**src/rtl/inst_queue_fifo.sv**
```systemverilog
`default_nettype none
// ============================================================================
// Module   : inst_queue_fifo
// Brief    : Circular instruction queue between fetch and decode/dispatch,
//            presenting the head entry pre-split into instruction fields.
// Revision : 1.0 - initial release
// ============================================================================
module inst_queue_fifo #(
    parameter int DEPTH       = 8,
    parameter int PTR_BITS    = 3,
    parameter int MEMORY_SIZE = 2048
) (
    input  logic                clk,
    input  logic                rst,
    input  logic                in_valid,
    input  logic [31:0]         in_inst,
    input  logic [31:0]         in_pc,
    output logic                in_ready,
    input  logic                flush,
    input  logic                out_ready,
    output logic                out_valid,
    output logic [11:0]         opcode,
    output logic [4:0]          rs,
    output logic [4:0]          rt,
    output logic [4:0]          rd,
    output logic [4:0]          shamt,
    output logic [15:0]         immediate,
    output logic [25:0]         address,
    output logic [31:0]         pc,
    output logic                pc_in_range,
    output logic [PTR_BITS:0]   count,
    output logic                full,
    output logic                empty
);

    localparam logic [PTR_BITS:0] c_full_count = (PTR_BITS+1)'(DEPTH);
    localparam logic [31:0]       c_pc_limit   = 32'(MEMORY_SIZE - 1);

    logic [31:0]         r_inst_mem  [DEPTH];
    logic [31:0]         r_pc_mem    [DEPTH];
    logic                r_range_mem [DEPTH];
    logic [PTR_BITS-1:0] r_wr_ptr;
    logic [PTR_BITS-1:0] r_rd_ptr;
    logic [PTR_BITS:0]   r_count;

    logic        w_push;
    logic        w_pop;
    logic [31:0] w_inst;
    logic [5:0]  w_major;

    assign full      = (r_count == c_full_count);
    assign empty     = (r_count == '0);
    assign count     = r_count;
    // in_ready is purely registered: a pop while full never frees a slot this cycle
    assign in_ready  = !full;
    assign out_valid = !empty;
    assign w_push    = in_valid && in_ready;
    assign w_pop     = out_ready && out_valid;

    // Storage carries no reset; empty-state masking keeps the outputs defined
    always_ff @(posedge clk) begin
        if (w_push && !flush) begin
            r_inst_mem[r_wr_ptr]  <= in_inst;
            r_pc_mem[r_wr_ptr]    <= in_pc;
            r_range_mem[r_wr_ptr] <= (in_pc <= c_pc_limit);
        end
    end

    always_ff @(posedge clk or negedge rst) begin
        if (!rst) begin
            r_wr_ptr <= '0;
            r_rd_ptr <= '0;
            r_count  <= '0;
        end else if (flush) begin
            r_wr_ptr <= '0;
            r_rd_ptr <= '0;
            r_count  <= '0;
        end else begin
            if (w_push) begin
                r_wr_ptr <= r_wr_ptr + 1'b1;
            end
            if (w_pop) begin
                r_rd_ptr <= r_rd_ptr + 1'b1;
            end
            if (w_push && !w_pop) begin
                r_count <= r_count + 1'b1;
            end else if (w_pop && !w_push) begin
                r_count <= r_count - 1'b1;
            end
        end
    end

    always_comb begin
        w_inst      = 32'd0;
        pc          = 32'd0;
        pc_in_range = 1'b0;
        if (!empty) begin
            w_inst      = r_inst_mem[r_rd_ptr];
            pc          = r_pc_mem[r_rd_ptr];
            pc_in_range = r_range_mem[r_rd_ptr];
        end
    end

    // R-type (major opcode 0) folds the function field into the low bits
    assign w_major   = w_inst[31:26];
    assign opcode    = (w_major == 6'd0) ? {w_major, w_inst[5:0]} : {w_major, 6'd0};
    assign rs        = w_inst[25:21];
    assign rt        = w_inst[20:16];
    assign rd        = w_inst[15:11];
    assign shamt     = w_inst[10:6];
    assign immediate = w_inst[15:0];
    assign address   = w_inst[25:0];

endmodule
`default_nettype wire

```
**config.mk**
```make
export PLATFORM = sky130hd
export DESIGN_NAME = inst_queue_fifo
export DESIGN_NICKNAME = d
export VERILOG_FILES = /design/src/rtl/inst_queue_fifo.sv
export SDC_FILE = /design/constraint.sdc
export NUM_CORES = 1
export LEC_CHECK = 0
export CELL_PAD_IN_SITES_DETAIL_PLACEMENT = 1
export CELL_PAD_IN_SITES_GLOBAL_PLACEMENT = 1
export CORE_ASPECT_RATIO = 0.9
export CORE_MARGIN = 3
export CORE_UTILIZATION = 31
export CTS_CLUSTER_DIAMETER = 30
export DETAILED_ROUTE_END_ITERATION = 8
export GPL_ROUTABILITY_DRIVEN = 1
export GPL_TIMING_DRIVEN = 1
export PLACE_DENSITY_LB_ADDON = 0.1
export SYNTH_ARGS = -nofsm -noshare
export SYNTH_HDL_FRONTEND = slang
export SYNTH_SLANG_ARGS = --single-unit
```
**constraint.sdc**
```tcl
create_clock -name clk -period 7.1 [get_ports clk]
set_clock_uncertainty 0.2 [all_clocks]
set_input_delay 2.13 -clock clk [delete_from_list [all_inputs] [get_ports clk]]
set_output_delay 2.13 -clock clk [all_outputs]
set_load 0.05 [all_outputs]
```
; ---- Word-level counts from Yosys, hierarchy flattened
; Memories as Yosys holds them, arrays and structs flattened.
; Cells that the tools add are included.
[op_classes]
add_sub_neg = 4
n_mul = 0
n_div = 0
order_cmp = 1
eq_ne = 1
n_shift = 0
mux = 13
bitwise = 0
reduce_logical = 15
[ops]
columns = cell, count
row1 = 32-bit 2-to-1 mux, 2
row2 = 32-bit by 11-bit less-or-equal comparator with 1-bit output (second input constant), 1
row3 = 3-bit 2-to-1 mux, 4
row4 = 4-bit 2-to-1 mux, 3
row5 = 3-bit by 1-bit adder with 3-bit output (second input constant), 2
row6 = 6-bit zero test, 1
row7 = 6-bit 2-to-1 mux, 1
row8 = 1-bit logical AND, 5
row9 = 1-bit zero test, 5
row10 = 4-bit by 1-bit adder with 4-bit output (second input constant), 1
row11 = 4-bit == test (second input constant), 1
row12 = 4-bit zero test, 1
row13 = 2-bit nonzero test, 2
row14 = 4-bit by 1-bit subtractor with 4-bit output (second input constant), 1
row15 = 1-bit 2-to-1 mux, 3
row16 = 3-bit nonzero test, 1
[totals]
reg_bits = 10
latchBits = 0
ramBits = 520
rom_bits = 0
in_bits = 69
mem_count = 3
[mem_list]
columns = name, depth, word_bits, rd, rd_clocked_by_memory_dff, wr, line_no
row1 = r_inst_mem, 8, 32, 1, 0, 1, 39  ; logic [31:0] r_inst_mem [DEPTH];
row2 = r_pc_mem, 8, 32, 1, 0, 1, 40  ; logic [31:0] r_pc_mem [DEPTH];
row3 = r_range_mem, 8, 1, 1, 0, 1, 41  ; logic r_range_mem [DEPTH];

; ---- Depth between registers and ports, before layout
[logic_depth]
word_depth = 8
depth_mapped = 9
mapped_depth_nobuf = 8

; ---- Worst setup path before layout
; OpenSTA, ideal clock, no wires.
[synth_timing]
path_kind = input -> register
from = in in_valid
to = mem r_inst_mem[0][0], enable pin
setup_ps = 568
arrival_ps = 7008
t_required_ps = 6332
slack_ps = -676
stages = 3
n_path_buf = 0
path_cell_list = nand2_1 -> or3_1 -> nor3_1
[synth_via]
elab_chain_cells = 4
[synth_lines]
columns = element, line_no
row1 = start: declaration, 15  ; input logic in_valid,
row2 = 1-bit logical AND, 57  ; assign w_push = in_valid && in_ready;
row3 = 1-bit logical AND, 62  ; if (w_push && !flush) begin
row4 = 1-bit 2-to-1 mux, 62
row5 = 1-bit 2-to-1 mux (implied by the code), 63  ; r_inst_mem[r_wr_ptr] <= in_inst;
row6 = end: declaration, 39
; No other way between the ends.

; ---- Worst setup path after layout
[layout_timing]
from = reg r_rd_ptr[1]
to = out opcode[4]
[layout_via]
elab_chain_cells = 4
[layout_lines]
columns = element, line_no
row1 = start: declaration, 43  ; logic [PTR_BITS-1:0] r_rd_ptr;
row2 = start signal: assignment, 83  ; r_rd_ptr <= r_rd_ptr + 1'b1;
row3 = memory 8 x 32 bit (*), n/a
row4 = 32-bit 2-to-1 mux (*), 97  ; if (!empty) begin
row5 = 6-bit zero test, 106  ; assign opcode = (w_major == 6'd0) ? {w_major, w_inst[5:0]} : {w_major, 6'd0};
row6 = 6-bit 2-to-1 mux (*), 106
row7 = end: declaration, 22  ; output logic [11:0] opcode,
; Mark *: on every way between the ends. The rest lies on a longest branch, timed or not.

==> results.md <==
* Total detailed-routing wirelength at 54.0 mm
* GP Congestion at 0.706
* Slowest stage delay, CP at 870 ps
* Ys async rst share at 1.89%
* Arrival @ worst endpoint at 3880 ps
* Slew Limit Fails at 0
* Fraction of layout cells with a size suffix above 1 at 26.4%
* Hold crit path type: flop to flop
* Max cap viols at 0
* Path depth of the worst reg2reg path at 5
* Row count at 89
* Clock-pin slew on the worst setup and hold paths at 40 ps
* CTS tree: yes
* Delay-heaviest family, CP: buffers and inverters
* CTS root buf: clkbuf_16
* Hold buffers post-CTS at 0
* Crit-path slowest cell: clkdlybuf4s50_1
* P&R area growth vs syn at 31.7%
* H-tree depth at 3
* Clk_lat worst skew at 650 ps
* Tot GR Track Use at 15.3%
* Nets at 1340
* Die width at 280 um
* Slew @ Worst Pin at 1030 ps
* Fmax achieved at 0.161 GHz
* Final ANT Viol Nets at 0
* Post-synth EDFFs at 520
* Final Hold Fails at 0
* Period minus WS final at 6210 ps
* FF+latch count, synth at 530
* Cell area power density at 458 mW/mm^2
* Setup Fix Bufs, Post-CTS at 0
* Layout Cells excl Fill at 2230
* Die H at 252 um
* CP Max Fanout at 34
* Dpl hpwl at 29.2 mm
* Fin crit share at 87.4%
* Syn Inst Count at 1026
* Setup_tns at 0 ps
* Final Util at 41.6%
* Ports at 184
* Reg2Reg Setup Slack at 3900 ps
* DR DRC count at 0
* Post-synth net total at 1100
* Core Area at 0.0661 mm^2
* Largest area contributor in the netlist: edfxtp_1
* Antenna Cells at 0
* Grt ovf at 0
* Top post-synthesis cells by area: edfxtp_1, mux4_2, mux2i_1, buf_4, nand2_1
* Mapped Area at 0.0209 mm^2
* Hold_sp: count[3]
* Buf/Inv on CP at 2
* FF-to-FF Start: count[0]
* Post-CTS Resized at 0
* Initial antenna violation count at 1
* Top-area cell type share of the netlist area at 74.7%
* Largest net degree at the start of global routing at 65
* CTS Sinks at 530
* Vias in the first global route at 11900
* TritonCTS buffer count at 117
* Worst hold margin at 433 ps
* Final setup vio count at 0
* CP Data Required Time at 4770 ps
* Input/output buffers at 183
* Initial Utilization at 31.6%
* RSZ-0062 raised after global routing: false
* Synth top cells by count: edfxtp_1, mux4_2, nand2_1, nor2_1, mux2i_1
* Crit Path Class: flop to output pin
* Final Power at 12600 uW
* Crit-path cells: buf_4 -> nand2b_1 -> o32ai_1 -> mux4_2 -> o21ai_0 -> nor4_1 -> clkdlybuf4s50_1
* Via count at 10700
* Yosys warns at 0
* Die area at 0.0706 mm^2
* Slew HR at 31.1%
* Via density at 4.82
* Top FF cell, synth: edfxtp_1
* Startpoint class of the critical path: flop
* Max IR drop VDD at 0.272 mV
* First-pass GRT wire length at 79.6 mm
* Leakage at 0.00904 uW
* Iteration-0 DRC Markers at 724
* Sequential fraction of the synthesis area at 75.9%
* Reg-to-reg endpoint: r_inst_mem[0][6]
* Multi-input gate area at 0.00455 mm^2
* Clock Tree Buf Depth at 3
* Yosys cell types at 42
* Mean Syn Cell Area at 20.4 um^2
* TritonRoute pass-1 iters at 5
* Hold endpoint: count[3]
* Most common cell in the netlist: edfxtp_1
* Register area at 0.0159 mm^2
* Outcome: finished, final reports clean
* DR WL/cell at 24.2 um
* Hold path depth at 2
* Critical Path End Type: output pin
* Dpl cells at 2011
* Layout fillers at 6329
[kinds of logic after synthesis]
group | after synthesis | share of synthesized area (%)
AO/OA/AOI/OAI | 51 | 1.46
XOR/XNOR | 7 | 0.293
adder cells (fa/ha/maj) | 5 | 0.335
buffers and inverters | 96 | 2.69
flip-flops | 530 | 75.9
multiplexers | 171 | 15.9
AND/OR/NAND/NOR | 166 | 3.48
[area by class of cell]
cell class	instances	area share, %
flip-flops and latches	530	57.7
well taps	864	3.93
multi-input cells	400	16.5
inverters	7	0.109
repair buffers	210	7.62
clock buffers	137	10.9
clock inverters	82	3.26
[worst max-delay path by stage]
stage	startpoint	endpoint	slack, ps	depth (start not counted)
global route	r_rd_ptr[1]	opcode[4]	530	7
detailed placement	r_rd_ptr[1]	opcode[4]	1470	7
global placement	r_rd_ptr[0]	opcode[0]	1550	5
floorplan	in_valid	r_inst_mem[6][0]	1070	3
finish	r_rd_ptr[1]	opcode[4]	890	7
CTS	r_rd_ptr[1]	opcode[4]	750	7
[worst min-delay path: cells and delay by family, from the launching register on]
family / cells / cell delay, ps
DFF: 1 / 420
xor gates and xnor gates: 1 / 100
and+or+nand+nor: 1 / 70
[layout by cell type, fill, tap and decap left out, drive strengths merged, types with 4 or more instances in the layout]
cell	netlist	final
mux2i	41	41
a21oi	36	36
nor2	56	56
clkbuf	11	137
clkinv	0	49
inv	7	13
mux4	128	128
dfrtp	10	10
nor4	11	11
xnor2	4	4
nand3	7	7
nand2b	6	6
nor3	8	8
buf	78	27
bufinv	0	12
edfxtp	520	520
clkdlybuf4s50	0	183
ha	4	4
nand2	69	69
clkinvlp	0	15
[per-stage QoR]
stage | instance area [um^2] | worst slack (ps)
after floorplan | 20900 | 1070
after global placement | 23600 | 1550
after detailed placement | 23600 | 1470
after CTS | 27500 | 755
after global routing | 27500 | 527
final | 27500 | 894
[per-layer routing]
metal  GRT usage, %  vias to the layer above  share of wire (%)
met2           24.2                      288                 47
met3           3.43                       87                4.8
met5              0                        -              0.024
met1           21.4                     5687                 46
li1               -                     4679                  -
met4           4.55                        2                2.0
[state kept, by name, indices dropped and copies added (netlist names)]
signal,count
r_range_mem,8
r_rd_ptr,3
r_wr_ptr,3
count,4
r_pc_mem,256
r_inst_mem,256
[power breakdown]
part / switching (uW) / internal (uW) / total, uW
clock: 1740 / 3460 / 5200
sequential: 88.9 / 3560 / 3650
combinational: 2410 / 1360 / 3780
total: 4240 / 8390 / 12600
No activity file was read; power rests on OpenSTA's default activity.
